[src/rtl/mp_add_pkg.sv]
// mp_add_pkg: shared limb width, FSM state encoding and index-width helper for mp_add_seq
package mp_add_pkg;
  localparam int LIMB_W = 8;
  typedef enum logic [1:0] {IDLE = 2'd0, RUN = 2'd1, DONE = 2'd2} state_t;
  function automatic int idx_w(input int words);
    return $clog2(words) + 1;
  endfunction
endpackage

[src/rtl/mp_add_seq_if.sv]
// mp_add_seq_if: request/result handshake bundle of mp_add_seq; MP_ADD_CHAIN_EN adds the chain request bit
interface mp_add_seq_if #(parameter int WORDS = 4);
  localparam int W = 8 * WORDS;
  logic         in_valid;
  logic         in_ready;
  logic [W-1:0] op_a;
  logic [W-1:0] op_b;
  logic         sub;
`ifdef MP_ADD_CHAIN_EN
  logic         chain;
`endif
  logic         out_valid;
  logic         out_ready;
  logic [W-1:0] result;
  logic         carry;
  logic         overflow;
  logic         zero;
  logic         busy;
  modport master (
    output in_valid, op_a, op_b, sub, out_ready,
`ifdef MP_ADD_CHAIN_EN
    output chain,
`endif
    input  in_ready, out_valid, result, carry, overflow, zero, busy
  );
  modport slave (
    input  in_valid, op_a, op_b, sub, out_ready,
`ifdef MP_ADD_CHAIN_EN
    input  chain,
`endif
    output in_ready, out_valid, result, carry, overflow, zero, busy
  );
endinterface

[src/rtl/adder.sv]
// adder: 8-bit adder with carry-in, carry-out and signed overflow (carry into MSB xor carry out of MSB)
module adder (
  input  logic [7:0] A,
  input  logic [7:0] B,
  input  logic       CI,
  output logic [7:0] Y,
  output logic       C,
  output logic       V
);
  logic [7:0] w_lo;
  logic [1:0] w_hi;
  assign w_lo = {1'b0, A[6:0]} + {1'b0, B[6:0]} + {7'd0, CI};
  assign w_hi = {1'b0, A[7]} + {1'b0, B[7]} + {1'b0, w_lo[7]};
  assign Y = {w_hi[0], w_lo[6:0]};
  assign C = w_hi[1];
  assign V = w_hi[1] ^ w_lo[7];
endmodule

[src/rtl/mp_add_seq.sv]
// mp_add_seq: WORDS-limb add/subtract through one 8-bit adder, LSB limb first; MP_ADD_CHAIN_EN enables carry chaining across ops
module mp_add_seq
  import mp_add_pkg::*;
#(
  parameter int WORDS = 4
) (
  input logic          clk,
  input logic          rst_n,
  mp_add_seq_if.slave  s
);
  localparam int W  = LIMB_W * WORDS;
  localparam int IW = idx_w(WORDS);
  localparam logic [IW-1:0] LAST = IW'(WORDS - 1);
  state_t              r_state;
  logic [IW-1:0]       r_idx;
  logic [W-1:0]        r_a, r_b, r_res;
  logic                r_cy, r_carry, r_ovf, r_zero, r_out_valid, r_busy;
  logic [LIMB_W-1:0]   w_la, w_lb, w_y;
  logic                w_c, w_v, w_cin0;
  logic [W-1:0]        w_res_next;
  assign w_la = r_a[LIMB_W*int'(r_idx) +: LIMB_W];
  assign w_lb = r_b[LIMB_W*int'(r_idx) +: LIMB_W];
`ifdef MP_ADD_CHAIN_EN
  assign w_cin0 = s.chain ? r_carry : s.sub;
`else
  assign w_cin0 = s.sub;
`endif
  adder u_adder (.A(w_la), .B(w_lb), .CI(r_cy), .Y(w_y), .C(w_c), .V(w_v));
  // result with the current limb merged in, so the final-limb zero test sees the whole word
  always_comb begin
    w_res_next = r_res;
    w_res_next[LIMB_W*int'(r_idx) +: LIMB_W] = w_y;
  end
  // sequencer: accept, walk limbs through the shared adder, hold result until consumed
  always_ff @(posedge clk or negedge rst_n) begin
    if (!rst_n) begin
      r_state     <= IDLE;
      r_idx       <= '0;
      r_a         <= '0;
      r_b         <= '0;
      r_res       <= '0;
      r_cy        <= 1'b0;
      r_carry     <= 1'b0;
      r_ovf       <= 1'b0;
      r_zero      <= 1'b0;
      r_out_valid <= 1'b0;
      r_busy      <= 1'b0;
    end else begin
      case (r_state)
        IDLE: if (s.in_valid) begin
          r_a     <= s.op_a;
          r_b     <= s.op_b ^ {W{s.sub}};
          r_cy    <= w_cin0;
          r_idx   <= '0;
          r_busy  <= 1'b1;
          r_state <= RUN;
        end
        RUN: begin
          r_res <= w_res_next;
          r_cy  <= w_c;
          if (r_idx == LAST) begin
            r_carry     <= w_c;
            r_ovf       <= w_v;
            r_zero      <= (w_res_next == '0);
            r_out_valid <= 1'b1;
            r_state     <= DONE;
          end else begin
            r_idx <= r_idx + 1'b1;
          end
        end
        DONE: if (s.out_ready) begin
          r_out_valid <= 1'b0;
          r_busy      <= 1'b0;
          r_state     <= IDLE;
        end
        default: r_state <= IDLE;
      endcase
    end
  end
  assign s.in_ready  = (r_state == IDLE);
  assign s.out_valid = r_out_valid;
  assign s.result    = r_res;
  assign s.carry     = r_carry;
  assign s.overflow  = r_ovf;
  assign s.zero      = r_zero;
  assign s.busy      = r_busy;
endmodule

[src/flat_wrapper.sv]
// flat-port wrapper written by rule: the top's interface ports become plain ports
module mp_add_seq_flat import mp_add_pkg::*;
#(
  parameter int WORDS = 4
)
  (clk, rst_n, s_in_valid, s_op_a, s_op_b, s_sub, s_out_ready, s_in_ready, s_out_valid, s_result, s_carry, s_overflow, s_zero, s_busy);
  mp_add_seq_if #(.WORDS(WORDS)) s_i ();
  input logic clk;
  input logic rst_n;
  input wire logic [$bits(s_i.in_valid)-1:0] s_in_valid;
  input wire logic [$bits(s_i.op_a)-1:0] s_op_a;
  input wire logic [$bits(s_i.op_b)-1:0] s_op_b;
  input wire logic [$bits(s_i.sub)-1:0] s_sub;
  input wire logic [$bits(s_i.out_ready)-1:0] s_out_ready;
  output wire logic [$bits(s_i.in_ready)-1:0] s_in_ready;
  output wire logic [$bits(s_i.out_valid)-1:0] s_out_valid;
  output wire logic [$bits(s_i.result)-1:0] s_result;
  output wire logic [$bits(s_i.carry)-1:0] s_carry;
  output wire logic [$bits(s_i.overflow)-1:0] s_overflow;
  output wire logic [$bits(s_i.zero)-1:0] s_zero;
  output wire logic [$bits(s_i.busy)-1:0] s_busy;
  assign s_i.in_valid = s_in_valid;
  assign s_i.op_a = s_op_a;
  assign s_i.op_b = s_op_b;
  assign s_i.sub = s_sub;
  assign s_i.out_ready = s_out_ready;
  assign s_in_ready = s_i.in_ready;
  assign s_out_valid = s_i.out_valid;
  assign s_result = s_i.result;
  assign s_carry = s_i.carry;
  assign s_overflow = s_i.overflow;
  assign s_zero = s_i.zero;
  assign s_busy = s_i.busy;
  mp_add_seq #(.WORDS(WORDS)) u_core (.clk(clk), .rst_n(rst_n), .s(s_i));
endmodule
[config.mk]
export PLATFORM = sky130hd
export DESIGN_NAME = mp_add_seq_flat
export DESIGN_NICKNAME = d
export VERILOG_FILES = /design/src/rtl/mp_add_pkg.sv /design/src/rtl/mp_add_seq_if.sv /design/src/rtl/adder.sv /design/src/rtl/mp_add_seq.sv /design/src/flat_wrapper.sv
export SDC_FILE = /design/constraint.sdc
export NUM_CORES = 1
export LEC_CHECK = 0
export BUFFER_PORTS_ARGS = -buffer_cell sky130_fd_sc_hd__buf_2
export CORE_UTILIZATION = 50
export CTS_CLUSTER_DIAMETER = 100
export DETAILED_ROUTE_END_ITERATION = 8
export PLACE_DENSITY = 0.78
export RECOVER_POWER = 100
export SLEW_MARGIN = 20
export SYNTH_ARGS = -nofsm -noshare
export SYNTH_HDL_FRONTEND = slang
export SYNTH_SLANG_ARGS = --single-unit
export TNS_END_PERCENT = 10
[constraint.sdc]
create_clock -name clk -period 5.56 [get_ports clk]
set_clock_uncertainty 0.15 [all_clocks]
set_input_delay 0.556 -clock clk [delete_from_list [all_inputs] [get_ports clk]]
set_output_delay 0.556 -clock clk [all_outputs]
set_load 0.02 [all_outputs]
==> results of run 1 <==
==> Yosys cell counts, drive strengths merged <==
cell type	number	area, um2
a2111oi	1	8.760
a211o	1	8.760
a211oi	4	40.03
a21o	2	16.27
a21oi	44	224.0
a22oi	1	7.510
a31oi	2	12.51
a41oi	1	8.760
and2	17	106.4
and3	2	12.51
buf	6	30.03
clkbuf	19	71.32
dfrtp	107	2678
fa	3	60.06
ha	10	125.1
inv	9	33.78
mux2	60	675.7
mux2i	2	20.02
mux4	16	360.4
nand2	15	56.30
nand3	6	30.03
nand3b	2	15.01
nand4	1	6.260
nand4b	1	8.760
nor2	52	197.7
nor2b	1	6.260
nor3	7	35.03
nor4	2	12.51
nor4bb	1	10.01
o2111ai	1	8.760
o21a	1	7.510
o21ai	19	95.09
o21bai	3	22.52
o22ai	1	6.260
o31a	1	10.01
o31ai	1	7.510
or2	2	12.52
or4	5	37.54
xnor2	36	315.3
xor2	1	8.760
==> worst reg2reg max path, cell delays in order, from the launching register on <==
cell	delay (ns)
dfrtp_1	0.60
mux4_2	0.55
and2_0	0.19
fa_1	0.45
a211o_1	0.34
a211oi_1	0.29
o21bai_1	0.13
a21o_1	0.23
fa_1	0.61
nor4_1	0.32
o21ai_0	0.10
a2111oi_0	0.53
a41oi_1	0.20
a211oi_2	0.23
==> registers in the layout, indices dropped and copies added (netlist names) <==
register            flops
u_core.r_a             32
u_core.r_b             32
u_core.s.result        32
u_core.r_idx            3
u_core.r_state          2
u_core.r_cy             1
u_core.s.busy           1
u_core.s.carry          1
u_core.s.out_valid      1
u_core.s.overflow       1
u_core.s.zero           1
==> cells by family after synthesis <==
logic type	Yosys count
XOR/XNOR	37
AND/OR/NAND/NOR	114
AO/OA/AOI/OAI	83
buffers and inverters	34
multiplexers	78
adder cells (fa/ha/maj)	13
flip-flops	107
==> stage by stage <==
stage / setup WS (ns) / area (um2) / hold WS, ns / cells
3_5_place_dp: 0.7041 / 6053 / 0.3426 / 688
5_1_grt: 0.2078 / 6160 / 0.2148 / 704
6_report: 0.5691 / 6160 / 0.2212 / 704
4_1_cts: 0.6578 / 6230 / 0.05406 / 704
2_1_floorplan: 0.7840 / 5409 / 0.1104 / 466
3_3_place_gp: 0.8982 / 6053 / 0.3373 / 688
==> path summary, 6_finish.rpt <==
check                                  startpoint                end  slack, ns  cells past startpoint
worst max-delay path              u_core.r_idx[0]      u_core.s.zero       0.57                     13
worst min-delay path                  s_out_ready  u_core.r_state[1]       0.22                      2
worst max register to register    u_core.r_idx[0]      u_core.s.zero       0.57                     13
worst min register to register  u_core.s.overflow  u_core.s.overflow       0.36                      2
max in group asynchronous                   rst_n     u_core.r_a[14]       1.94                      2
min in group asynchronous                   rst_n     u_core.r_a[23]       0.84                      1
==> layer usage <==
layer	wire length, um	track usage	vias up
met1	5311	0.3077	1882
met5	0	0	-
li1	-	-	1849
met4	246	0.08929	0
met3	525	0.02882	20
met2	5636	0.3567	134
==> cell type report <==
cell class	count	area, um2
clock inverters	7	52.55
repair buffers	111	513.0
inverters	9	33.78
multi-input cells	325	2589
well taps	136	170.2
clock buffers	9	123.9
flip-flops and latches	107	2678
fillers	904	4257
==> placed cells by master, fill, tap and decap left out, types with 10 or more instances in the layout <==
cell	instances
and2_1	15
dfrtp_1	107
ha_1	10
nand2_1	15
mux2_2	60
xnor2_1	36
a21oi_1	43
clkbuf_1	40
nor2_1	52
mux4_2	16
o21ai_0	19
buf_2	67
==> results.sh, run 1 <==
export IMPL_fin_crit_sh=0.8976
export IMPL_syn_area_um2=5409
export IMPL_ctsLongestPathBuffers=2
export IMPL_violations="capacitance limit, slew limit"
export IMPL_nNetsFinal=645
export IMPL_initial_core_util=0.5193
export IMPL_synth_xor_area_frac=0.05991
export IMPL_hold_viol=0
export IMPL_max_slew_margin_rel=-1.199
export IMPL_grt_ovfl_total=0
export IMPL_crit_required_ns=5.69
export IMPL_cts_resized=0
export IMPL_grt_start_max_net_pins=97
export IMPL_worst_slew_pin_slew_ns=3.299
export IMPL_dp_hpwl_um=8679
export IMPL_min_path_type="input port to register"
export IMPL_cts_tree="done"
export IMPL_synth_cells=466
export IMPL_std_cell_rows=37
export IMPL_num_antenna_cells=0
export IMPL_cts_clk_slew_worst_paths_ns=0.10
export IMPL_grt_pass1_wl_um=19400
export IMPL_synth_top_family_by_area="multiplexers"
export IMPL_crit_path_cell_trace="mux4_2 -> and2_0 -> fa_1 -> a211o_1 -> a211oi_1 -> o21bai_1 -> a21o_1 -> fa_1 -> nor4_1 -> o21ai_0 -> a2111oi_0 -> a41oi_1 -> a211oi_2"
export IMPL_timing_fmax_ghz=0.2004
export IMPL_drt_initial_drc_count=241
export IMPL_grt_use_total=0.2222
export IMPL_syn_mean_instance_area_um2=11.61
export IMPL_clk_latency_ns=0.37
export IMPL_hold_buffers=0
export IMPL_syn_nets=548
export IMPL_synth_compound_area_frac=0.08952
export IMPL_slowest_delay_ns=0.61
export IMPL_status="finished, violations left"
export IMPL_slowest_stage="fa_1"
export IMPL_worst_ep_arrival_time_ns=5.13
export IMPL_slew_violations=147
export IMPL_die_h_um=106.0
export IMPL_root_buffer="clkbuf_8"
export IMPL_ys_seq_elements=107
export IMPL_grt_pass1_vias=3881
export IMPL_yosysWarnings=0
export IMPL_yosysSeqAreaShare=0.4950
export IMPL_die_x_um=106.0
export IMPL_antenna_found_initial=0
export IMPL_path_max_fanout=8
export IMPL_wirelength_um=11720
export IMPL_cp_common_cell="fa_1"
export IMPL_cap_violations=2
export IMPL_cts_num_sinks=107
export IMPL_antenna_left=0
export IMPL_coreArea_um2=10420
export IMPL_cts_max_level=3
export IMPL_area_growth_pct=13.88
export IMPL_portBuffers=106
export IMPL_die_area_um2=11240
export IMPL_ios=107
export IMPL_crit_family="compound AO/OA/AOI/OAI gates"
export IMPL_period_needed_ns=4.991
export IMPL_wl_per_cell_um=16.65
export IMPL_cp_start_kind="register"
export IMPL_cts_setup_buffers=0
export IMPL_worstSetupPathType="register to register"
export IMPL_setup_viol=0
export IMPL_muxShareOfSynthArea=0.1952
export IMPL_drt_first_pass_iters=4
export IMPL_drive_gt1_frac=0.2958
export IMPL_tns_ns=0
export IMPL_drc=0
export IMPL_synthAdderAreaFrac=0.03424
export IMPL_crit_buf_inv=0
export IMPL_synthSimpleGateAreaFrac=0.1011
export IMPL_via_count=3885
export IMPL_end_kind="register"
export IMPL_rsz0062_at_grt="false"
export IMPL_yosysUniqueCellTypes=45
export IMPL_utilization=0.5914
export IMPL_gp_congestion=0.9270
export IMPL_cts_buffers=9
export IMPL_viasPerCell=5.518
Power of run 1 is not shown: default switching activity piles up to over one toggle a cycle in this logic, so the estimate is an artifact.
==> inputs of run 2 (changes only) <==
--- a/config.mk
+++ b/config.mk
@@ -9,7 +9,7 @@
 export CORE_UTILIZATION = 50
 export CTS_CLUSTER_DIAMETER = 100
 export DETAILED_ROUTE_END_ITERATION = 8
-export PLACE_DENSITY = 0.78
+export PLACE_DENSITY = 0.83
 export RECOVER_POWER = 100
 export SLEW_MARGIN = 20
 export SYNTH_ARGS = -nofsm -noshare
==> run 2 against run 1 <==
- the flow still finishes with violations (capacitance limit, slew limit)
- sequential share of layout area barely moved
- critical endpoint unchanged
- first-iteration DRC count fell by 12%
- global-route usage shrank 0.066 points
- count of clock-buffer cells in the layout grew 2
- wire length decreased by 1.3%
- critical path depth is 1 higher
- hold slack better by 0.028 ns
- register-to-register slack is essentially flat
==> results.sh, run 2 (synthesis results as in run 1) <==
export IMPL_initial_core_util=0.5193
export IMPL_hold_viol=0
export IMPL_status="finished, violations left"
export IMPL_cts_setup_buffers=0
export IMPL_fin_crit_sh=0.8985
export IMPL_crit_path_start="u_core.r_idx[0]"
export IMPL_ctsLongestPathBuffers=2
export IMPL_multi_input_area_um2=2585
export IMPL_grt_pass1_vias=3819
export IMPL_max_slew_margin_rel=-1.171
export IMPL_rsz0062_at_grt="false"
export IMPL_final_area_um2=6162
export IMPL_slew_violations=182
export IMPL_cts_clk_slew_worst_paths_ns=0.10
export IMPL_dp_hpwl_um=8394
export IMPL_cts_tree="done"
export IMPL_grt_start_max_net_pins=97
export IMPL_cts_num_sinks=107
export IMPL_die_x_um=106.0
export IMPL_drc=0
export IMPL_worstHoldStart="s_out_ready"
export IMPL_std_cell_rows=37
export IMPL_timing_fmax_ghz=0.2002
export IMPL_grt_use_total=0.2216
export IMPL_clk_latency_ns=0.37
export IMPL_die_h_um=106.0
export IMPL_layout_common_cells="dfrtp_1, buf_2, mux2_2"
export IMPL_via_count=3907
export IMPL_final_seq_area_um2=2678
export IMPL_drt_first_pass_iters=7
export IMPL_grt_pass1_wl_um=19260
export IMPL_utilization=0.5916
export IMPL_wirelength_um=11570
export IMPL_nNetsFinal=645
export IMPL_drive_gt1_frac=0.2905
export IMPL_viasPerCell=5.550
export IMPL_root_buffer="clkbuf_8"
export IMPL_drt_initial_drc_count=212
export IMPL_portBuffers=106
export IMPL_cts_buffers=9
export IMPL_cts_max_level=3
export IMPL_r2r_start="u_core.r_idx[0]"
export IMPL_min_path_type="input port to register"
export IMPL_grt_ovfl_total=0
export IMPL_worst_slew_pin_slew_ns=3.256
export IMPL_cp_start_kind="register"
export IMPL_wl_per_cell_um=16.44
export IMPL_period_needed_ns=4.996
export IMPL_worstSetupPathType="register to register"
export IMPL_setup_viol=0
export IMPL_end_kind="register"
export IMPL_die_area_um2=11240
export IMPL_path_max_fanout=18
export IMPL_gp_congestion=0.9300
export IMPL_tns_ns=0
export IMPL_antenna_left=0
export IMPL_fin_cells=704
export IMPL_ios=107
export IMPL_fill_cells=890
export IMPL_dp_cells=687
export IMPL_area_growth_pct=13.93
export IMPL_num_antenna_cells=0
export IMPL_violations="capacitance limit, slew limit"
export IMPL_coreArea_um2=10420
export IMPL_antenna_found_initial=0
export IMPL_crit_required_ns=5.70
export IMPL_worst_ep_arrival_time_ns=5.14
export IMPL_post_dp_cell_area_um2=6046
export IMPL_cap_violations=2
export IMPL_final_common_cell="dfrtp_1"
-- run 2: cell types whose count changed in the layout (fill, tap and decap cells not counted) --
cell and change:
clkinv_4 +1, a21oi_2 -1, and2_1 +1, buf_4 -1, inv_6 -2, and2_0 -1, clkbuf_8 +1, clkinv_2 -1
dlygate4sd3_1 +1, clkbuf_1 +1, a21oi_1 +1
-- run 2: final cells by class --
type	instances	share of cell area
inverter	9	0.005482
clock inverter	5	0.006294
sequential	107	0.4345
clock buffer	11	0.02294
timing repair buffer	111	0.08365
tap	136	0.02761
multi-input combinational	325	0.4195
-- run 2: stage by stage --
step                      hold WS (ns)  worst slack, ns
after floorplan                 0.1104           0.7840
after global placement          0.3197           0.6904
after detailed placement        0.3183           0.5718
after CTS                       0.2376           0.5259
after global routing            0.2349           0.2430
final                           0.2496           0.5643
-- run 2: critical path: stages (launching register included) --
cell and delay, ns:
dfrtp_1 0.65, buf_4 0.36, mux4_2 0.52, and2_1 0.17, ha_1 0.34, o21a_1 0.21, a211oi_1 0.33, o21bai_1 0.12
a21o_1 0.22, fa_1 0.61, nor4_1 0.30, o21ai_0 0.10, a2111oi_0 0.43, a41oi_1 0.19, a211oi_2 0.22
-- run 2: what timing repair did --
action,in CTS,in global routing
resized for setup,0,0
hold buffers,1,0
hold endpoints to repair,23,0
-- run 2: path summary, 6_finish.rpt --
path | to | slack [ns] | depth (start not counted)
hold / removal | u_core.r_state[1] | 0.25 | 2
max in group asynchronous | u_core.r_b[5] | 1.83 | 3
setup / recovery | u_core.s.zero | 0.56 | 14
min in group asynchronous | u_core.r_a[21] | 0.85 | 2
hold reg to reg | u_core.r_a[2] | 0.36 | 1
setup reg to reg | u_core.s.zero | 0.56 | 14
-- run 2: per-layer routing --
metal / GRT usage / wire (um) / vias up
li1: - / - / 1843
met1: 0.3047 / 5042 / 1882
met2: 0.3595 / 5539 / 153
met3: 0.04353 / 756 / 29
met4: 0.06250 / 234 / 0
met5: 0 / 0 / -
Power of run 2 is left out for the same reason.
